--- config.mk ---
export PLATFORM = sky130hd
export DESIGN_NAME = bshift_deser
export DESIGN_NICKNAME = d
export VERILOG_FILES = /design/src/rtl/bshift_pkg.sv /design/src/rtl/bshift_deser_sreg.sv /design/src/rtl/bshift_deser.sv
export SDC_FILE = /design/constraint.sdc
export NUM_CORES = 1
export LEC_CHECK = 0
export ABC_AREA = 1
export CORE_UTILIZATION = 43
export CTS_CLUSTER_SIZE = 40
export DETAILED_ROUTE_END_ITERATION = 16
export GPL_TIMING_DRIVEN = 0
export PLACE_DENSITY = 0.72
export SLEW_MARGIN = 20
export SYNTH_ARGS = -nofsm -noshare
export SYNTH_HDL_FRONTEND = slang
export SYNTH_SLANG_ARGS = --single-unit
--- constraint.sdc ---
create_clock -name clk -period 1.1 [get_ports clk]
set_input_delay 0.11 -clock clk [delete_from_list [all_inputs] [get_ports clk]]
set_output_delay 0.11 -clock clk [all_outputs]
set_load 0.02 [all_outputs]
--- src/rtl/bshift_pkg.sv ---
// Shared types for the serial-to-parallel receiver: bit order and FSM state.
package bshift_pkg;

  typedef enum logic {
    DIR_LSB_FIRST = 1'b0,
    DIR_MSB_FIRST = 1'b1
  } dir_t;

  typedef enum logic {
    ST_IDLE    = 1'b0,
    ST_COLLECT = 1'b1
  } deser_state_t;

endpackage

--- src/rtl/bshift_deser_sreg.sv ---
// Direction-selectable serial-in shift register built from one 2:1 mux per bit.
// nxt is the value the register takes on an enabled edge, so a caller can capture a completed word.
module mux2x1 (
  input  logic a,
  input  logic b,
  input  logic s,
  output logic y
);
  assign y = s ? b : a;
endmodule

module bshift_deser_sreg #(
  parameter int WIDTH = 4
) (
  input  logic             clk,
  input  logic             rst_n,
  input  logic             clr,
  input  logic             en,
  input  logic             dir,
  input  logic             si,
  output logic [WIDTH-1:0] nxt
);

  logic [WIDTH-1:0] q;

  // LSB-first shifts right with si entering at the top; MSB-first shifts left with si at bit 0.
  for (genvar b = 0; b < WIDTH; b++) begin : g_bit
    logic lsb_src;
    logic msb_src;
    if (b == WIDTH - 1) begin : g_top
      assign lsb_src = si;
    end else begin : g_mid
      assign lsb_src = q[b+1];
    end
    if (b == 0) begin : g_bot
      assign msb_src = si;
    end else begin : g_upper
      assign msb_src = q[b-1];
    end
    mux2x1 u_mux (
      .a (lsb_src),
      .b (msb_src),
      .s (dir),
      .y (nxt[b])
    );
  end

  always_ff @(posedge clk) begin
    if (!rst_n || clr) begin
      q <= '0;
    end else if (en) begin
      q <= nxt;
    end
  end

endmodule

--- src/rtl/bshift_deser.sv ---
// Serial-to-parallel receiver: collects WIDTH bits in either order and hands each word
// to the consumer through a holding register with a valid/ready handshake.
module bshift_deser
  import bshift_pkg::*;
#(
  parameter int WIDTH = 4
) (
  input  logic             clk,
  input  logic             rst_n,
  input  logic             i,
  input  logic             i_vld,
  input  logic             ssl,
  input  logic             sync,
  output logic [WIDTH-1:0] res,
  output logic             res_vld,
  input  logic             res_rdy,
  output logic             busy,
  output logic             ovf,
  output logic             dbg_state
);

  // Handshake: a word transfers on any edge where res_vld && res_rdy. res_vld is
  // purely registered and never looks at res_rdy; res is stable while res_vld is high.

  localparam int CW = (WIDTH > 2) ? $clog2(WIDTH) : 1;
  localparam logic [CW-1:0] LAST = CW'(WIDTH - 1);

  deser_state_t     state, state_nxt;
  dir_t             dir, dir_nxt;
  logic [CW-1:0]    cnt, cnt_nxt;
  logic             first;
  logic             done;
  logic             clr;
  logic             dir_eff;
  logic [WIDTH-1:0] word;

  assign dbg_state = state;

  // sync outranks collection; sync with i_vld restarts on the incoming bit.
  always_comb begin
    state_nxt = state;
    dir_nxt   = dir;
    cnt_nxt   = cnt;
    first     = 1'b0;
    done      = 1'b0;
    clr       = 1'b0;
    if (sync && !i_vld) begin
      state_nxt = ST_IDLE;
      cnt_nxt   = '0;
      clr       = 1'b1;
    end else if (i_vld) begin
      if (sync || state == ST_IDLE) begin
        first     = 1'b1;
        dir_nxt   = dir_t'(ssl);
        cnt_nxt   = CW'(1);
        state_nxt = ST_COLLECT;
      end else if (cnt == LAST) begin
        done      = 1'b1;
        cnt_nxt   = '0;
        state_nxt = ST_IDLE;
      end else begin
        cnt_nxt = cnt + CW'(1);
      end
    end
  end

  assign dir_eff = first ? ssl : dir;

  bshift_deser_sreg #(.WIDTH(WIDTH)) u_sreg (
    .clk   (clk),
    .rst_n (rst_n),
    .clr   (clr),
    .en    (i_vld),
    .dir   (dir_eff),
    .si    (i),
    .nxt   (word)
  );

  always_ff @(posedge clk) begin
    if (!rst_n) begin
      state <= ST_IDLE;
      dir   <= DIR_LSB_FIRST;
      cnt   <= '0;
      busy  <= 1'b0;
    end else begin
      state <= state_nxt;
      dir   <= dir_nxt;
      cnt   <= cnt_nxt;
      busy  <= (cnt_nxt != '0);
    end
  end

  // A completed word lands when the slot is empty or being drained this cycle; otherwise it is dropped.
  always_ff @(posedge clk) begin
    if (!rst_n) begin
      res     <= '0;
      res_vld <= 1'b0;
      ovf     <= 1'b0;
    end else begin
      ovf <= 1'b0;
      if (done && (!res_vld || res_rdy)) begin
        res     <= word;
        res_vld <= 1'b1;
      end else if (done) begin
        ovf <= 1'b1;
      end else if (res_vld && res_rdy) begin
        res_vld <= 1'b0;
      end
    end
  end

endmodule

==> results of run 1 <==
where the power goes:
group | switching [mW] | total (mW) | internal (mW) | leakage, nW
Clock | 0.175 | 0.315 | 0.141 | 0.0150
Combinational | 0.0942 | 0.166 | 0.0721 | 0.368
Sequential | 0.0183 | 0.580 | 0.562 | 0.124
placed cells by master (no fill, tap or decap):
| cell type | instances |
|---|---|
| o21a_1 | 1 |
| clkdlybuf4s15_2 | 1 |
| clkdlybuf4s15_1 | 2 |
| ha_4 | 1 |
| nor2_4 | 2 |
| nand3_1 | 12 |
| clkbuf_1 | 1 |
| a21oi_4 | 1 |
| dfxtp_1 | 12 |
| clkdlybuf4s50_1 | 4 |
| dlymetal6s2s_1 | 1 |
| nor2_8 | 1 |
| buf_4 | 4 |
| o21ai_1 | 3 |
| buf_2 | 1 |
| inv_1 | 14 |
| clkbuf_4 | 3 |
| nor2_1 | 19 |
| dlygate4sd2_1 | 5 |
| inv_2 | 2 |
| bufinv_8 | 1 |
| nand3_2 | 7 |
| dfxtp_2 | 2 |
| dfxtp_4 | 1 |
| o211a_1 | 1 |
| nand2_2 | 2 |
| a21oi_1 | 1 |
| nand2_1 | 10 |
| nand4_4 | 1 |
| nor3_1 | 1 |
| nand2_4 | 2 |
cell families (layout without fill, tap and decap cells):
family | count (synthesis) | after routing | share of synthesized area (%)
AND/OR/NAND/NOR | 56 | 57 | 37.9
buffers and inverters | 19 | 39 | 12.5
AO/OA/AOI/OAI | 7 | 7 | 6.40
flip-flops | 15 | 15 | 41.5
adder cells (fa/ha/maj) | 1 | 1 | 1.73
cell type report:
class,count,area (um2),area share [%]
Sequential cell,15,307,30.2
Clock buffer,4,26.3,2.59
Timing Repair Buffer,16,150,14.8
Buffer,2,12.5,1.23
Multi-Input combinational cell,65,422,41.6
Tap cell,16,20.0,1.97
Inverter,17,77.6,7.64
metal layers:
layer / vias to the layer above / global-route usage (%) / share of wire [%]
met1: 313 / 21.2 / 45
met5: - / 0 / 0
met2: 24 / 25.5 / 47
met3: 4 / 3.83 / 6.4
met4: 0 / 9.09 / 1.9
li1: 355 / - / -
metrics by stage:
step	power, mW	worst slack [ns]	utilization, %	instance area (um2)	TNS [ns]
after global routing	1.11	-0.121	65.8	1010	-0.739
after detailed placement	0.727	-0.291	56.9	877	-3.00
after global placement	0.725	-0.256	56.9	877	-2.70
final	1.06	-0.0302	65.8	1010	-0.108
after floorplan	0.679	0.00539	-	727	0
after CTS	1.04	-0.0000684	61.8	952	-0.0000684
state kept, by name (all words and copies together), names as in the netlist:
register	count
u_sreg.q	4
dir	1
dbg_state	1
busy	1
ovf	1
cnt	2
res_vld	1
res	4
path summary, 6_finish.rpt:
path	start	to	cells after the start	slack (ns)
worst max register to register	dbg_state	u_sreg.q[2]	7	-0.03
worst min-delay path	sync	cnt[1]	4	0.22
worst max-delay path	dbg_state	u_sreg.q[2]	7	-0.03
worst min register to register	dbg_state	dbg_state	1	0.55
repair_timing:
item | CTS | global route
gates resized for setup | 15 | 17
cloned | 1 | 0
buffers inserted | 3 | 0
pin swaps | 2 | 0
hold buffers | 0 | 0
endpoints found under the setup margin | 14 | 14
critical path, stage by stage, from the launching register on:
cell and delay (ns):
dfxtp_4 0.39, nand2_2 0.10, nand2_2 0.13, nand2_4 0.09, nand3_1 0.13, nand3_1 0.09, nand2_1 0.07, inv_1 0.03
==> results.json, run 1 <==
{
  "setup_viol": 7,
  "cp-start-kind": "register",
  "htreeDepth": 1,
  "grt_max_degree": 11,
  "slew_headroom_pct": 85.6,
  "fin_skew_ns": 0.00117,
  "syn_area_um2": 723,
  "port_buffers": 13,
  "clockBufferDepth": 2,
  "antenna_found_initial": 0,
  "nFillCells": 139,
  "violations": "negative setup slack",
  "clock-root-buffer": "clkbuf_4",
  "cts_tree": "built",
  "drc_errors": 0,
  "fmax_ghz": 0.885,
  "synth_edf_count": 0,
  "run_status": "finished with violations",
  "fp-row-count": 14,
  "initial_core_util_pct": 46.9,
  "drt-wirelength-per-cell_um": 12.2,
  "powerDensity_nw_per_um2": 1050,
  "first_iter_violations": 15,
  "grt_usage_pct": 16.5,
  "die_w_um": 43.0,
  "ys_seq_area_share_pct": 41.5,
  "netlist_top_cells_count": "19 x nand3_1, 19 x nor2_1, 15 x dfxtp_1",
  "finalWirelength_um": 1650,
  "maxCapViolCount": 0,
  "syn_to_final_growth_pct": 40.3,
  "postLayoutSetupSlackWorst_ns": -0.0302,
  "insertion_delay_ns": 0.28,
  "finalMaxSlewViolations": 0,
  "vias_per_cell": 5.16,
  "vias": 696,
  "synth_top_area_share_pct": 41.5,
  "core_region_area_um2": 1540,
  "critPathMaxFanout": 5,
  "cts_made_buffers": 3,
  "ys_async_sr_fraction_pct": 0,
  "final_hold_viol_count": 0,
  "die_area_um2": 1850,
  "leakage_nw": 0.507,
  "gp_congestion": 0.875,
  "cp.required_ns": 1.29,
  "synthTopCellsByArea": "dfxtp_1 42%, nand3_1 13%, nor2_1 9.9%",
  "antenna_cells": 0,
  "final_layout_size_suffix_gt1_share_pct": 26.9,
  "grt_overflow_total": 0,
  "hold_ws_ns": 0.219,
  "ioPinCount": 15,
  "syn-num-nets": 106,
  "fp.dieH_um": 43.0,
  "min_path_type": "primary input to register",
  "synthCells": 98,
  "ys_ff_latch": 15,
  "synth_top_area_cell": "dfxtp_1",
  "ys_warn_count": 0,
  "worstMarginPinSlew_ns": 0.216,
  "rsz0062_at_grt": "true",
  "hpwl_um": 1020,
  "path_clk_slew_ns": 0.09,
  "fin_cells": 135,
  "grt_pass1_wl_um": 2270,
  "layout.nets": 128,
  "timing.final.crit_share_pct": 103,
  "synth_cell_type_count": 21,
  "ant_nets": 0,
  "grt_pass1_vias": 547,
  "cp-end-kind": "register",
  "synth_ff_type": "dfxtp_1",
  "dr.pass1.iters": 4,
  "dp_cells": 127,
  "layout_min_cycle_time_ns": 1.13,
  "peakVddDrop_uv": 778,
  "synth_area_per_cell_um2": 7.38,
  "clock-sinks": 15,
  "crit_type": "register to register",
  "cp.arrival_ns": 1.32
}
Power figures use the tool's default switching activity.
==> run 2, diff against run 1 <==
--- a/config.mk
+++ b/config.mk
@@ -6,11 +6,15 @@
 export NUM_CORES = 1
 export LEC_CHECK = 0
 export ABC_AREA = 1
-export CORE_UTILIZATION = 43
+export CELL_PAD_IN_SITES_DETAIL_PLACEMENT = 0
+export CELL_PAD_IN_SITES_GLOBAL_PLACEMENT = 2
+export CORE_ASPECT_RATIO = 1.5
+export CORE_UTILIZATION = 35
 export CTS_CLUSTER_SIZE = 40
 export DETAILED_ROUTE_END_ITERATION = 16
+export DONT_BUFFER_PORTS = 1
 export GPL_TIMING_DRIVEN = 0
-export PLACE_DENSITY = 0.72
+export PLACE_DENSITY_LB_ADDON = 0.1
 export SLEW_MARGIN = 20
 export SYNTH_ARGS = -nofsm -noshare
 export SYNTH_HDL_FRONTEND = slang
==> constraint.sdc (replaced) <==
create_clock -name clk -period 1.34 [get_ports clk]
set_input_delay 0.134 -clock clk [delete_from_list [all_inputs] [get_ports clk]]
set_output_delay 0.134 -clock clk [all_outputs]
set_load 0.02 [all_outputs]
==> run 2 against run 1 <==
Effect of this change: the flow now finishes without violations; global-route usage is 2.5 points lower; sequential cell count stayed put; non-clock buffer count down 15; sequential power fell by 17%; clock power decreased by 21%; cell count down 8.1%; critical path type unchanged; critical endpoint is now res[3]; highest routed layer unchanged.
==> results.json, run 2 (synthesized netlist as in run 1, its figures left out) <==
{
  "run_status": "finished, final reports clean",
  "pre_cts_ws_ns": 0.0378,
  "drt-wirelength-per-cell_um": 10.9,
  "setup_viol": 0,
  "drc_errors": 0,
  "crit_type": "register to register",
  "rsz0062_at_grt": "false",
  "fmax_ghz": 0.799,
  "layout_common_cells": "19 x nand3_1, 19 x nor2_1, 14 x inv_1, 14 x dfxtp_1, 13 x nand2_1",
  "die_area_um2": 2260,
  "critPathSlowestCell": "dfxtp_1",
  "wl_met1_um": 565,
  "worstMarginPinSlew_ns": 0.248,
  "htreeDepth": 1,
  "wl_met3_um": 62,
  "path_clk_slew_ns": 0.08,
  "initial_core_util_pct": 38.5,
  "postLayoutSetupSlackWorst_ns": 0.0891,
  "ioPinCount": 15,
  "cp-end-kind": "register",
  "grt_overflow_total": 0,
  "layout.nets": 112,
  "cts_tree": "built",
  "leakage_nw": 0.390,
  "finalMaxSlewViolations": 0,
  "powerDensity_nw_per_um2": 1030,
  "slew_headroom_pct": 83.4,
  "core_region_area_um2": 1880,
  "port_buffers": 0,
  "grt_max_degree": 11,
  "vias": 587,
  "power_mw": 0.813,
  "dp_cells": 119,
  "cp_slowest_stage_delay_ns": 0.37,
  "fin_cells": 124,
  "antenna_found_initial": 0,
  "fin_skew_ns": 0.00193,
  "antenna_cells": 0,
  "peakVddDrop_uv": 435,
  "insertion_delay_ns": 0.27,
  "reg_top3": "res x4, u_sreg.q x4, cnt x2",
  "vias_per_cell": 4.73,
  "clock-sinks": 15,
  "ant_nets": 0,
  "path_cells": "ha_1 > nand4_4 > nor2_8 > nand3_1 > nand2_1 > inv_1",
  "grt_pass1_vias": 555,
  "first_iter_violations": 6,
  "finalInstanceArea_um2": 787,
  "final_layout_size_suffix_gt1_share_pct": 13.6,
  "hpwl_um": 1070,
  "cp-start-kind": "register",
  "dr.pass1.iters": 4,
  "cp.required_ns": 1.52,
  "maxCapViolCount": 0,
  "fp.dieH_um": 57.7,
  "route.met2.wl_um": 707,
  "syn_to_final_growth_pct": 8.82,
  "finalWirelength_um": 1350,
  "clock-root-buffer": "clkbuf_4",
  "cp.arrival_ns": 1.43,
  "dpl_cell_area_um2": 749,
  "finalSetupTns_ns": 0,
  "dr.max_layer_used": "met4",
  "fp-row-count": 19,
  "gp_congestion": 0.670,
  "min_path_type": "primary input to register",
  "layout_min_cycle_time_ns": 1.25,
  "grt_pass1_wl_um": 2230,
  "clockBufferDepth": 2,
  "grt_usage_pct": 14.1,
  "critPathMaxFanout": 10,
  "final_hold_viol_count": 0,
  "die_w_um": 39.1,
  "timing.final.crit_share_pct": 93.3,
  "cts_made_buffers": 3
}
run 2: cell count changes in the layout (fill, tap and decap cells not counted), moves of 3 or more:
| cell | before | now |
|---|---|---|
| nand3_2 | 7 | 0 |
| nand3_1 | 12 | 19 |
| clkdlybuf4s50_1 | 4 | 0 |
| dlygate4sd2_1 | 5 | 0 |
| nand2_1 | 10 | 13 |
| buf_4 | 4 | 1 |
run 2: what timing repair did:
| action | CTS | global route |
|---|---|---|
| endpoints found under the setup margin | 0 | 8 |
| gates resized for setup | 0 | 1 |
| hold buffers | 1 | 0 |
| hold endpoints to repair | 1 | 0 |
| buffers inserted | 0 | 0 |
run 2: cell type report:
class	count	area, um2
Buffer	2	12.5
Clock buffer	4	26.3
Tap cell	21	26.3
Timing Repair Buffer	1	10.0
Multi-Input combinational cell	64	333
Inverter	17	77.6
Fill cell	214	1090
Sequential cell	15	302
run 2: per-stage QoR:
stage | utilization (%) | hold slack [ns]
final | 41.9 | 0.0690
after global routing | 41.9 | 0.0664
after CTS | 41.8 | 0.0670
after detailed placement | 39.9 | 0.256
after global placement | 39.9 | 0.254
after floorplan | - | 0.252
run 2: worst paths after layout:
kind / from / end / slack [ns] / cells past startpoint
worst min-delay path: sync / dbg_state / 0.07 / 2
worst max-delay path: cnt[0] / res[3] / 0.09 / 6
worst min register to register: cnt[0] / cnt[0] / 0.56 / 2
worst max register to register: cnt[0] / res[3] / 0.09 / 6
run 2: per-layer routing:
metal / vias up / track usage (%)
met1: 254 / 14.9
li1: 320 / -
met4: 0 / 7.39
met5: - / 0
met3: 2 / 3.45
met2: 11 / 24.3
run 2: power by group:
| group | internal [mW] | switching [mW] | leakage, nW |
|---|---|---|---|
| registers | 0.462 | 0.0175 | 0.123 |
| clock network | 0.115 | 0.132 | 0.0150 |
| logic | 0.0348 | 0.0514 | 0.252 |
| total | 0.612 | 0.201 | 0.390 |
run 2: critical path, delay by kind of cell (launching register included):
kind | cells | cell delay (ns)
adders and majority gates | 1 | 0.23
buffers and inverters | 1 | 0.03
DFF | 1 | 0.37
and+or+nand+nor | 4 | 0.53
